[config.mk]
export PLATFORM = sky130hd
export DESIGN_NAME = apb_irq_ctrl
export DESIGN_NICKNAME = d
export VERILOG_FILES = /design/src/rtl/apb_irq_ctrl.sv
export SDC_FILE = /design/constraint.sdc
export NUM_CORES = 1
export LEC_CHECK = 0
export BUFFER_PORTS_ARGS = -buffer_cell sky130_fd_sc_hd__buf_2
export CAP_MARGIN = 10
export CORE_UTILIZATION = 49
export CTS_CLUSTER_DIAMETER = 150
export CTS_CLUSTER_SIZE = 10
export DETAILED_ROUTE_END_ITERATION = 12
export PLACE_DENSITY = 0.8
export SLEW_MARGIN = 40
export SYNTH_ARGS = -nofsm -noshare
export SYNTH_HDL_FRONTEND = slang
export SYNTH_SLANG_ARGS = --single-unit
[constraint.sdc]
create_clock -name HCLK -period 2.4 [get_ports HCLK]
set_clock_uncertainty 0.15 [all_clocks]
set_input_delay 0.48 -clock HCLK [delete_from_list [all_inputs] [get_ports HCLK]]
set_output_delay 0.48 -clock HCLK [all_outputs]
set_load 0.02 [all_outputs]
[src/rtl/apb_irq_ctrl.sv]
// APB interrupt controller: level/edge pending capture, per-source enable, fixed-priority
// arbitration (bit 0 highest) and a claim/complete handshake through the CLAIM register.
module apb_irq_ctrl #(
   parameter int unsigned APB_ADDR_WIDTH = 12,
   parameter int unsigned NUM_SRC        = 8
) (
   input  logic                      HCLK,
   input  logic                      HRESETn,
   input  logic [APB_ADDR_WIDTH-1:0] PADDR,
   input  logic [31:0]               PWDATA,
   input  logic                      PWRITE,
   input  logic                      PSEL,
   input  logic                      PENABLE,
   output logic [31:0]               PRDATA,
   output logic                      PREADY,
   output logic                      PSLVERR,
   input  logic [NUM_SRC-1:0]        irq_src_i,
   output logic                      irq_o,
   output logic [4:0]                irq_id_o
);

   localparam logic [7:0] OffPending = 8'h00;
   localparam logic [7:0] OffEnable  = 8'h04;
   localparam logic [7:0] OffEdge    = 8'h08;
   localparam logic [7:0] OffClaim   = 8'h0C;
   localparam logic [7:0] OffPendClr = 8'h10;

   logic [NUM_SRC-1:0] src_q;
   logic [NUM_SRC-1:0] pending_q, pending_d;
   logic [NUM_SRC-1:0] in_service_q, in_service_d;
   logic [NUM_SRC-1:0] enable_q, enable_d;
   logic [NUM_SRC-1:0] edge_q, edge_d;
   logic               acc_q;
   logic               irq_q, irq_d;
   logic [4:0]         irq_id_q, irq_id_d;

   logic [7:0]         addr;
   logic               hit_pending, hit_enable, hit_edge, hit_claim, hit_pclr, mapped;
   logic               access, strobe, wr_stb, rd_stb;
   logic [NUM_SRC-1:0] eligible, rise, claim_mask, complete_mask, pclr_mask;
   logic [4:0]         win_id;
   logic               unused_paddr;

   // Only the low byte is decoded; upper address bits alias.
   assign addr         = PADDR[7:0];
   assign unused_paddr = ^PADDR;

   assign hit_pending = (addr == OffPending);
   assign hit_enable  = (addr == OffEnable);
   assign hit_edge    = (addr == OffEdge);
   assign hit_claim   = (addr == OffClaim);
   assign hit_pclr    = (addr == OffPendClr);
   assign mapped      = hit_pending | hit_enable | hit_edge | hit_claim | hit_pclr;

   // Side effects fire once per access phase, however long the master holds it.
   assign access = PSEL & PENABLE;
   assign strobe = access & ~acc_q;
   assign wr_stb = strobe & PWRITE;
   assign rd_stb = strobe & ~PWRITE;

   assign eligible = pending_q & enable_q & ~in_service_q;
   assign rise     = irq_src_i & ~src_q;

   always_comb begin
      win_id = '0;
      for (int i = int'(NUM_SRC) - 1; i >= 0; i--) begin
         if (eligible[i]) begin
            win_id = 5'(i + 1);
         end
      end
   end

   always_comb begin
      claim_mask    = '0;
      complete_mask = '0;
      for (int i = 0; i < int'(NUM_SRC); i++) begin
         claim_mask[i]    = rd_stb & hit_claim & (win_id == 5'(i + 1));
         complete_mask[i] = wr_stb & hit_claim & (PWDATA == 32'(i + 1));
      end
   end

   assign pclr_mask = (wr_stb & hit_pclr) ? PWDATA[NUM_SRC-1:0] : '0;

   // Edge sources: a fresh rising edge beats a same-cycle claim or W1C.
   always_comb begin
      pending_d    = (edge_q & (rise | (pending_q & ~(claim_mask | pclr_mask))))
                   | (~edge_q & irq_src_i);
      in_service_d = (in_service_q | claim_mask) & ~complete_mask;
      enable_d     = (wr_stb & hit_enable) ? PWDATA[NUM_SRC-1:0] : enable_q;
      edge_d       = (wr_stb & hit_edge) ? PWDATA[NUM_SRC-1:0] : edge_q;
      irq_d        = |eligible;
      irq_id_d     = win_id;
   end

   always_ff @(posedge HCLK or negedge HRESETn) begin
      if (!HRESETn) begin
         src_q        <= '0;
         pending_q    <= '0;
         in_service_q <= '0;
         enable_q     <= '0;
         edge_q       <= '0;
         acc_q        <= 1'b0;
         irq_q        <= 1'b0;
         irq_id_q     <= '0;
      end else begin
         src_q        <= irq_src_i;
         pending_q    <= pending_d;
         in_service_q <= in_service_d;
         enable_q     <= enable_d;
         edge_q       <= edge_d;
         acc_q        <= access;
         irq_q        <= irq_d;
         irq_id_q     <= irq_id_d;
      end
   end

   always_comb begin
      PRDATA = '0;
      if (PSEL) begin
         case (addr)
            OffPending: PRDATA = 32'(pending_q);
            OffEnable:  PRDATA = 32'(enable_q);
            OffEdge:    PRDATA = 32'(edge_q);
            OffClaim:   PRDATA = 32'(win_id);
            default:    PRDATA = '0;
         endcase
      end
   end

   assign PREADY   = 1'b1;
   assign PSLVERR  = access & ~mapped;
   assign irq_o    = irq_q;
   assign irq_id_o = irq_id_q;

   a_id_tracks_irq: assert property (@(posedge HCLK) disable iff (!HRESETn)
      irq_o == (irq_id_o != 5'd0));
   a_claim_not_in_service: assert property (@(posedge HCLK) disable iff (!HRESETn)
      (claim_mask & in_service_q) == '0);

endmodule
# After elaboration in Yosys (flattened, before gate mapping)
# Index checks and enable logic that the tools add are counted.
# W data, S select, Z words.
# word_totals
latchBits	0
out_inout_bits	40
ramBits	0
inputBits	57
regBits	47
elab_cells	90
romBits	0
memories	0
# op_classes
mux	11
addsub	0
div	0
reduce_logical	2
eq_ne	20
shift	0
magnitude_cmp	0
bitwise	49
mul	0
# op_table
cell	n
$eq A32 B3 Y1 const B	4
$eq A32 B2 Y1 const B	2
$and A8 B8 Y8	7
$not A8 Y8	5
$eq A32 B1 Y1 const B	1
$eq A32 B4 Y1 const B	1
$or A8 B8 Y8	4
$pmux W8 S4	1
$mux W5	6
$and A1 B1 Y1	26
$eq A5 B3 Y1 const B	4
$eq A8 B4 Y1 const B	2
$mux W8	2
$eq A5 B2 Y1 const B	2
$eq A8 B3 Y1 const B	1
$eq A8 B5 Y1 const B	1
$logic_not A8 Y1	1
$mux W4	2
$reduce_or A8 Y1	1
$eq A5 B1 Y1 const B	1
$eq A5 B4 Y1 const B	1
$or A1 B1 Y1	4
$not A1 Y1	3

# Depth between registers and ports, before layout
# Gate-level depths: netlist of the first run.
# depth
depth_word	18
ltp_mapped	6
ltp_nobuf	5

# Least setup slack after synthesis of the first run
# No wires, ideal clock.
# synth_timing
kind	reg-to-output
startpoint	register in_service_q[2]
endpoint	output PRDATA[0]
t_required_ps	1770
path_stages_with_launch	7
arrival_ps	1741
n_path_buf	1
path_slack_ps	29
path_cell_list	dfrtp_1 -> and3b_1 -> o21ai_0 -> or2_2 -> clkbuf_1 -> a211o_1 -> a21oi_1
# synth_between
elab_chain_len	7
# synth_lines
element	line_no	text
start, declared	30	logic [NUM_SRC-1:0] in_service_q, in_service_d;
start signal, assigned	108	in_service_q <= in_service_d;
$not A8 Y8	61	assign eligible = pending_q & enable_q & ~in_service_q;
$and A8 B8 Y8	61	
$mux W5 (3 in series)	67	if (eligible[i]) begin
$pmux W8 S4	120	case (addr)
$mux W8	119	if (PSEL) begin
end, declared	14	output logic [31:0] PRDATA,
# No other way between the ends.

# Final worst setup path of the first run
# layout_timing
startpoint	register in_service_q[4]
endpoint	output PRDATA[0]
# layout_between
elab_chain_len	9
# layout_lines
element	line_no
$not A8 Y8	61
$and A8 B8 Y8	61
$mux W5 (5 in series)	67
$pmux W8 S4	120
$mux W8	119
# No other way between the ends.

==> results of run 1 <==
registers in the layout, summed over array words and instances (netlist names):
name and count:
in_service_q 8, edge_q 8, irq_o 1, enable_q 8, irq_id_o 4, acc_q 1, src_q 8, pending_q 8
cells by family after synthesis:
logic type      Yosys count  share of synthesized area
simple gates            102                      0.221
compound gates           50                      0.138
flops                    46                      0.450
buf+inv                  33                     0.0865
mux                      24                      0.102
other cells               2                    0.00293
power by group:
part | internal, uW | switching (uW)
registers | 794 | 12.0
clock network | 312 | 252
logic | 69.0 | 126
worst min-delay path by stage:
stage                  endpoint  slack, ps  depth (start not counted)
finish                 src_q[1]        100                          1
global route           src_q[1]        140                          1
CTS                    src_q[4]        110                          1
detailed placement  enable_q[7]        370                          1
global placement    enable_q[4]        360                          1
floorplan                 acc_q         30                          0
worst register-to-register path: cells and delay by family (launching register included):
kind,cells,cell delay (ps)
AOI/OAI and AO/OA,4,1220
DFF,1,380
and+or+nand+nor,1,290
timing repair:
item,CTS,global route
gates cloned,0,0
buffers inserted,3,1
setup endpoints to repair,4,4
endpoints found under the hold margin,0,0
gates resized for setup,15,4
pin swaps,4,0
through the flow:
step | TNS [ps] | power (uW) | util | hold slack [ps]
after floorplan | 0 | 942 | - | 34.4
after global placement | -190 | 1000 | 0.613 | 361
after detailed placement | -151 | 1010 | 0.613 | 369
after CTS | -89.6 | 1570 | 0.652 | 115
after global routing | -590 | 1620 | 0.657 | 143
final | -171 | 1570 | 0.657 | 98.8
final cells by class:
type	count	share of cell area
Clock buffer	7	0.0238
Clock inverter	1	0.00936
Inverter	2	0.00234
Multi-Input combinational cell	202	0.420
Sequential cell	46	0.359
Tap cell	67	0.0261
Timing Repair Buffer	89	0.160
synthesized netlist by cell type (5+ instances only):
| library cell | n |
|---|---|
| sky130_fd_sc_hd__mux2_2 | 16 |
| sky130_fd_sc_hd__nand2_1 | 23 |
| sky130_fd_sc_hd__buf_4 | 26 |
| sky130_fd_sc_hd__nor4_1 | 11 |
| sky130_fd_sc_hd__dfrtp_1 | 46 |
| sky130_fd_sc_hd__nand3_1 | 7 |
| sky130_fd_sc_hd__nor2_1 | 26 |
| sky130_fd_sc_hd__mux2i_1 | 8 |
| sky130_fd_sc_hd__a221oi_1 | 7 |
| sky130_fd_sc_hd__and2_1 | 5 |
| sky130_fd_sc_hd__a21oi_1 | 16 |
| sky130_fd_sc_hd__nand3b_1 | 8 |
| sky130_fd_sc_hd__a41oi_1 | 5 |
metal layers:
layer | track usage | wire [um] | part of all wire | vias up
met4 | 0.0818 | 70 | 0.011 | 0
li1 | - | - | - | 1086
met3 | 0.0461 | 525 | 0.079 | 12
met5 | 0 | 0 | 0 | -
met1 | 0.344 | 2840 | 0.43 | 1149
met2 | 0.401 | 3170 | 0.48 | 115
==> metrics.txt, run 1 <==
CTS max path bufs=2; number of buffers inserted during clock tree synthesis=5; Remaining DRCs=0; Clock Tree Root=sky130_fd_sc_hd__clkbuf_8; Worst Setup Start Kind=flip-flop; antenna fix cells=0; startpoint of the most critical register-to-register path=in_service_q[4]; Synth Flop Type=sky130_fd_sc_hd__dfrtp_1; cell count after synthesis=257; Data arrival, critical path=1860 ps; most frequent cells in the layout=64 x sky130_fd_sc_hd__buf_2, 46 x sky130_fd_sc_hd__dfrtp_1, 26 x sky130_fd_sc_hd__conb_1, 25 x sky130_fd_sc_hd__nor2_1, 24 x sky130_fd_sc_hd__buf_4; worst min path class=primary input to asynchronous set/reset pin; endpoint of the lowest-slack register-to-register path=in_service_q[0]; initial antenna violation count=0; most common library cell in the layout ignoring fill and taps=sky130_fd_sc_hd__buf_2; largest area contributor in the netlist=sky130_fd_sc_hd__dfrtp_1; Max Cap Violations=0; HPWL reported at the end of detailed placement=4810 um; number of fill cells in the layout=396; Starting Density=0.525; final setup vio count=4; share of the clock period used by the worst path=1.04; number of hold buffers added after cts=0; worst-case reg-to-reg path depth=5; data required time at the worst endpoint=1770 ps; register-to-register setup slack=roughly 280 ps; Die Y-Extent=74.3 um; main area contributors after synthesis=sky130_fd_sc_hd__dfrtp_1 45%, sky130_fd_sc_hd__buf_4 7.6%, sky130_fd_sc_hd__mux2_2 7.0%; die footprint=roughly 5500 um2; post-layout net count=403; number of max-slew violations in the final report=0; worst setup timing slack at the placement stage=-59.7 ps; worst stage delay on the critical path=380 ps; number of synthesis warnings=0; Initial DRT Pass Iterations=4; family with the most delay on the worst path=simple AND/OR/NAND/NOR gates; routability-driven placement congestion ratio=0.988; first-pass GRT wire length=10200 um; launching element of the worst setup path=in_service_q[4]; Worst setup EP type=output port; leakage power=approximately 0.0016 uW; list of cells traversed by the critical path=and3b_2, a211oi_2, or2_4, a211o_1, a21oi_2, buf_6; fraction of the yosys area taken by sequential cells=0.450; ratio of cells with drive above 1 in the final layout=0.375; clock period minus final worst setup slack=~2500 ps; clock latency reported for the late side of the worst-skew pair=300 ps; placed cells=402; Async S/R FF share, synth=1.00; Finished Cell Area=roughly 3200 um2; Post-Route WL=6610 um; path length in cells of the critical path=6; number of DRC markers in iteration 0=160; crit path setup slack, layout=-90.3 ps; sequential cell area=roughly 1200 um2; count of state elements after synthesis=46; Area Growth Syn to Fin=25.3%; start-to-end type of the worst setup path=flip-flop to output port; core box area=around 5000 um2; Layout Cells excl Fill=414; worst voltage drop across the vdd grid=291 uV; actual transition at the worst max-transition pin=between 700 and 800 ps; status=complete, but fails checks; sum of overflow across all layers after global routing=0; via density per instance=5.71; horizontal extent of the die=74.3 um; clock tree from TritonCTS=built; clock slew at the register clock pins of the worst setup and hold paths=80 ps; fraction of post-synthesis cell area in the top cell type by area=0.450; number of enable-type register cells in the synthesized netlist=0; via count of the first global-routing pass=2178; vias after detailed routing=2362; CTS sink count=46; detail-routed net length per standard cell=about 16 um; violated checks=negative setup slack; remaining antenna violation count after routing=0; CP bufs+invs=1; timing-limited maximum frequency=402 MHz; Top Ports=97; syn_area_per_cell=9.96 um2; area taken by multi-input logic gates=about 1300 um2; slowest library cell on the worst path=sky130_fd_sc_hd__dfrtp_1; Hold Fails Final Rpt=0; standard-cell row count=25; timing endpoint of the critical path=PRDATA[0]; number of distinct library cells after synthesis=43; Relative slew margins=0.493; netlist area before placement=~2600 um2; count of input and output buffers=66; standard cell area after detailed placement=2990 um2; power density cells=488 nW/um2; largest net degree at the start of global routing=35; H-tree lvl count=2; unrepaired setup endpoints after global routing=true; Tot GR Track Use=0.250; largest fanout of any net on the critical path=4
Power figures use the tool's default switching activity.
==> run 2: changes to the inputs <==
- clock period: 2.4 -> 2.3 ns (I/O delays scaled with it)
==> run 2 against run 1 <==
  * The flow still finishes with violations (negative setup slack)
  * Design area increased by 1.7%
  * Routed wire length rose by 2.6%
  * Critical path depth rose by 1
  * Die area unchanged
  * Via count is 1.6% higher
  * Combinational power grew 7%
  * Setup slack worse by 120 ps
  * Clock-buffer cell count down 2
==> metrics.txt, run 2 (synthesis gave the netlist of run 1 again) <==
H-tree lvl count=2 (unchanged); largest net degree at the start of global routing=27 (was 35); violated checks=negative setup slack (unchanged); share of the clock period used by the worst path=1.09; horizontal extent of the die=74.3 um (unchanged); die footprint=5520 um2 (unchanged); placed cells=407 (was 402); unrepaired setup endpoints after global routing=true (unchanged); list of cells traversed by the critical path=and3b_2, buf_4, a211oi_2, o21a_1, a221oi_2, nor2_1, buf_2 (was and3b_2, a211oi_2, or2_4, a211o_1, a21oi_2, buf_6); Hold Fails Final Rpt=0 (unchanged); power density cells=482 nW/um2 (was 488 nW/um2); Clock Tree Root=sky130_fd_sc_hd__clkbuf_8 (unchanged); number of fill cells in the layout=398 (was 396); standard-cell row count=25 (unchanged); routability-driven placement congestion ratio=1.06 (was 0.988); timing-limited maximum frequency=~400 MHz; CTS max path bufs=2 (unchanged); Max Cap Violations=0 (unchanged); post-layout net count=412 (was 403); data required time at the worst endpoint=1690 ps (was 1770 ps); Data arrival, critical path=1900 ps (was 1860 ps); via count of the first global-routing pass=2292 (was 2178); Net Sw Frac=0.285 (was 0.249); clock period minus final worst setup slack=2510 ps; post-route core utilization=0.669 (was 0.657); number of max-slew violations in the final report=0 (unchanged); clock tree from TritonCTS=built (unchanged); GRT met2 Usage=0.439 (was 0.401); Starting Density=0.525 (unchanged); sum of overflow across all layers after global routing=0 (unchanged); Post-Route WL=6780 um (was 6610 um); worst voltage drop across the vdd grid=333 uV (was 291 uV); Remaining DRCs=0 (unchanged); Initial DRT Pass Iterations=5 (was 4); detail-routed net length per standard cell=16.0 um (about the same); sw power=448 uW (was 391 uW); initial antenna violation count=0 (unchanged); final setup vio count=4 (unchanged); remaining antenna violation count after routing=0 (unchanged); most utilized layer in the global route result=met2 (unchanged); HPWL reported at the end of detailed placement=5070 um (was 4810 um); Worst setup EP type=output port (unchanged); leakage power=0.00165 uW (was 0.00161 uW); largest fanout of any net on the critical path=3 (was 4); first-pass GRT wire length=10800 um (was 10200 um); status=complete, but fails checks (unchanged); antenna fix cells=0 (unchanged); CTS sink count=46 (unchanged); clock latency reported for the late side of the worst-skew pair=320 ps (was 300 ps); slowest library cell on the worst path=sky130_fd_sc_hd__dfrtp_1 (unchanged); count of input and output buffers=66 (unchanged); worst min path class=primary input to flip-flop (was primary input to asynchronous set/reset pin); Worst Setup Start Kind=flip-flop (unchanged); Tot GR Track Use=0.267 (was 0.250); total negative slack=-685 ps (was -171 ps); clock slew at the register clock pins of the worst setup and hold paths=90 ps (was 80 ps); start-to-end type of the worst setup path=flip-flop to output port (unchanged); Layout Cells excl Fill=423 (was 414); crit path setup slack, layout=-213 ps (was -90.3 ps); met3 layer usage reported by global route=0.0501 (was 0.0461); most common library cell in the layout ignoring fill and taps=sky130_fd_sc_hd__buf_2 (unchanged); sequential power share=0.535 (was 0.515); most frequent cells in the layout=63 x sky130_fd_sc_hd__buf_2, 46 x sky130_fd_sc_hd__dfrtp_1, 32 x sky130_fd_sc_hd__buf_4, 26 x sky130_fd_sc_hd__conb_1, 25 x sky130_fd_sc_hd__nor2_1 (was 64 x sky130_fd_sc_hd__buf_2, 46 x sky130_fd_sc_hd__dfrtp_1, 26 x sky130_fd_sc_hd__conb_1, 25 x sky130_fd_sc_hd__nor2_1, 24 x sky130_fd_sc_hd__buf_4); via density per instance=5.67 (was 5.71); Relative slew margins=0.644 (was 0.493); met1 Track Usage GR=0.348 (was 0.344); number of DRC markers in iteration 0=204 (was 160); vias after detailed routing=2400 (was 2362); worst stage delay on the critical path=410 ps (was 380 ps); Top Ports=97 (unchanged); cell-internal power=1130 uW (was 1170 uW); core box area=4880 um2 (unchanged); fraction of power consumed by combinational cells=0.132 (was 0.125); number of buffers inserted during clock tree synthesis=5 (unchanged); actual transition at the worst max-transition pin=527 ps (was 761 ps); clock power share=0.333 (was 0.360); Area Growth Syn to Fin=27.5% (was 25.3%); ratio of cells with drive above 1 in the final layout=0.388 (was 0.375); Die Y-Extent=74.3 um (unchanged)
## run 2: per-stage QoR
| stage | setup WS, ps | area [um2] | hold WS (ps) | total power, uW |
|---|---|---|---|---|
| after global routing | -305 | 3260 | 103 | 1640 |
| after floorplan | 36.9 | 2650 | 14.4 | 983 |
| after detailed placement | -104 | 3050 | 317 | 1060 |
| after global placement | -77.4 | 3050 | 307 | 1050 |
| final | -213 | 3260 | 107 | 1570 |
| after CTS | -235 | 3230 | 109 | 1570 |
## run 2: path summary, 6_finish.rpt
check,endpoint,from,slack (ps),cells after the start
worst max-delay path,PRDATA[1],pending_q[4],-210,7
worst min register to register,pending_q[0],src_q[0],380,3
worst min-delay path,src_q[4],irq_src_i[4],110,1
worst max register to register,pending_q[4],in_service_q[2],190,7
min in group asynchronous,in_service_q[4],HRESETn,490,2
max in group asynchronous,pending_q[1],HRESETn,1000,3
## run 2: per-layer routing
layer  vias to the layer above  share of wire  routed length [um]
li1                       1095              -                   -
met1                      1142           0.40                2720
met2                       143           0.48                3260
met3                        20          0.088                 593
met4                         0          0.029                 196
met5                         -              0                   0
## run 2: power groups by stage
stage	sequential (uW)	clock, uW	combinational, uW
2_1_floorplan	857	0	126
3_3_place_gp	856	0	196
3_5_place_dp	857	0	201
4_1_cts	841	527	205
5_1_grt	844	566	229
6_report	842	524	208
## run 2: timing repair
item | in CTS | in global routing
hold endpoints to repair | 20 | 0
setup buffers | 5 | 2
setup endpoints to repair | 4 | 4
pin swaps | 10 | 5
resized for setup | 14 | 3
hold buffers | 1 | 0
## run 2: layout make-up
class	instances	area (um2)	area share
clock buffers	5	68.8	0.0211
clock inverters	3	25.0	0.00767
inverters	2	7.51	0.00230
multi-input cells	202	1330	0.408
flip-flops and latches	46	1150	0.353
well taps	67	83.8	0.0257
repair buffers	98	597	0.183
## run 2: worst max-delay path, delay by kind of cell (launching register included)
kind	cells	cell delay, ps
compound gates	3	470
buf+inv	2	340
simple gates	2	370
flops	1	410
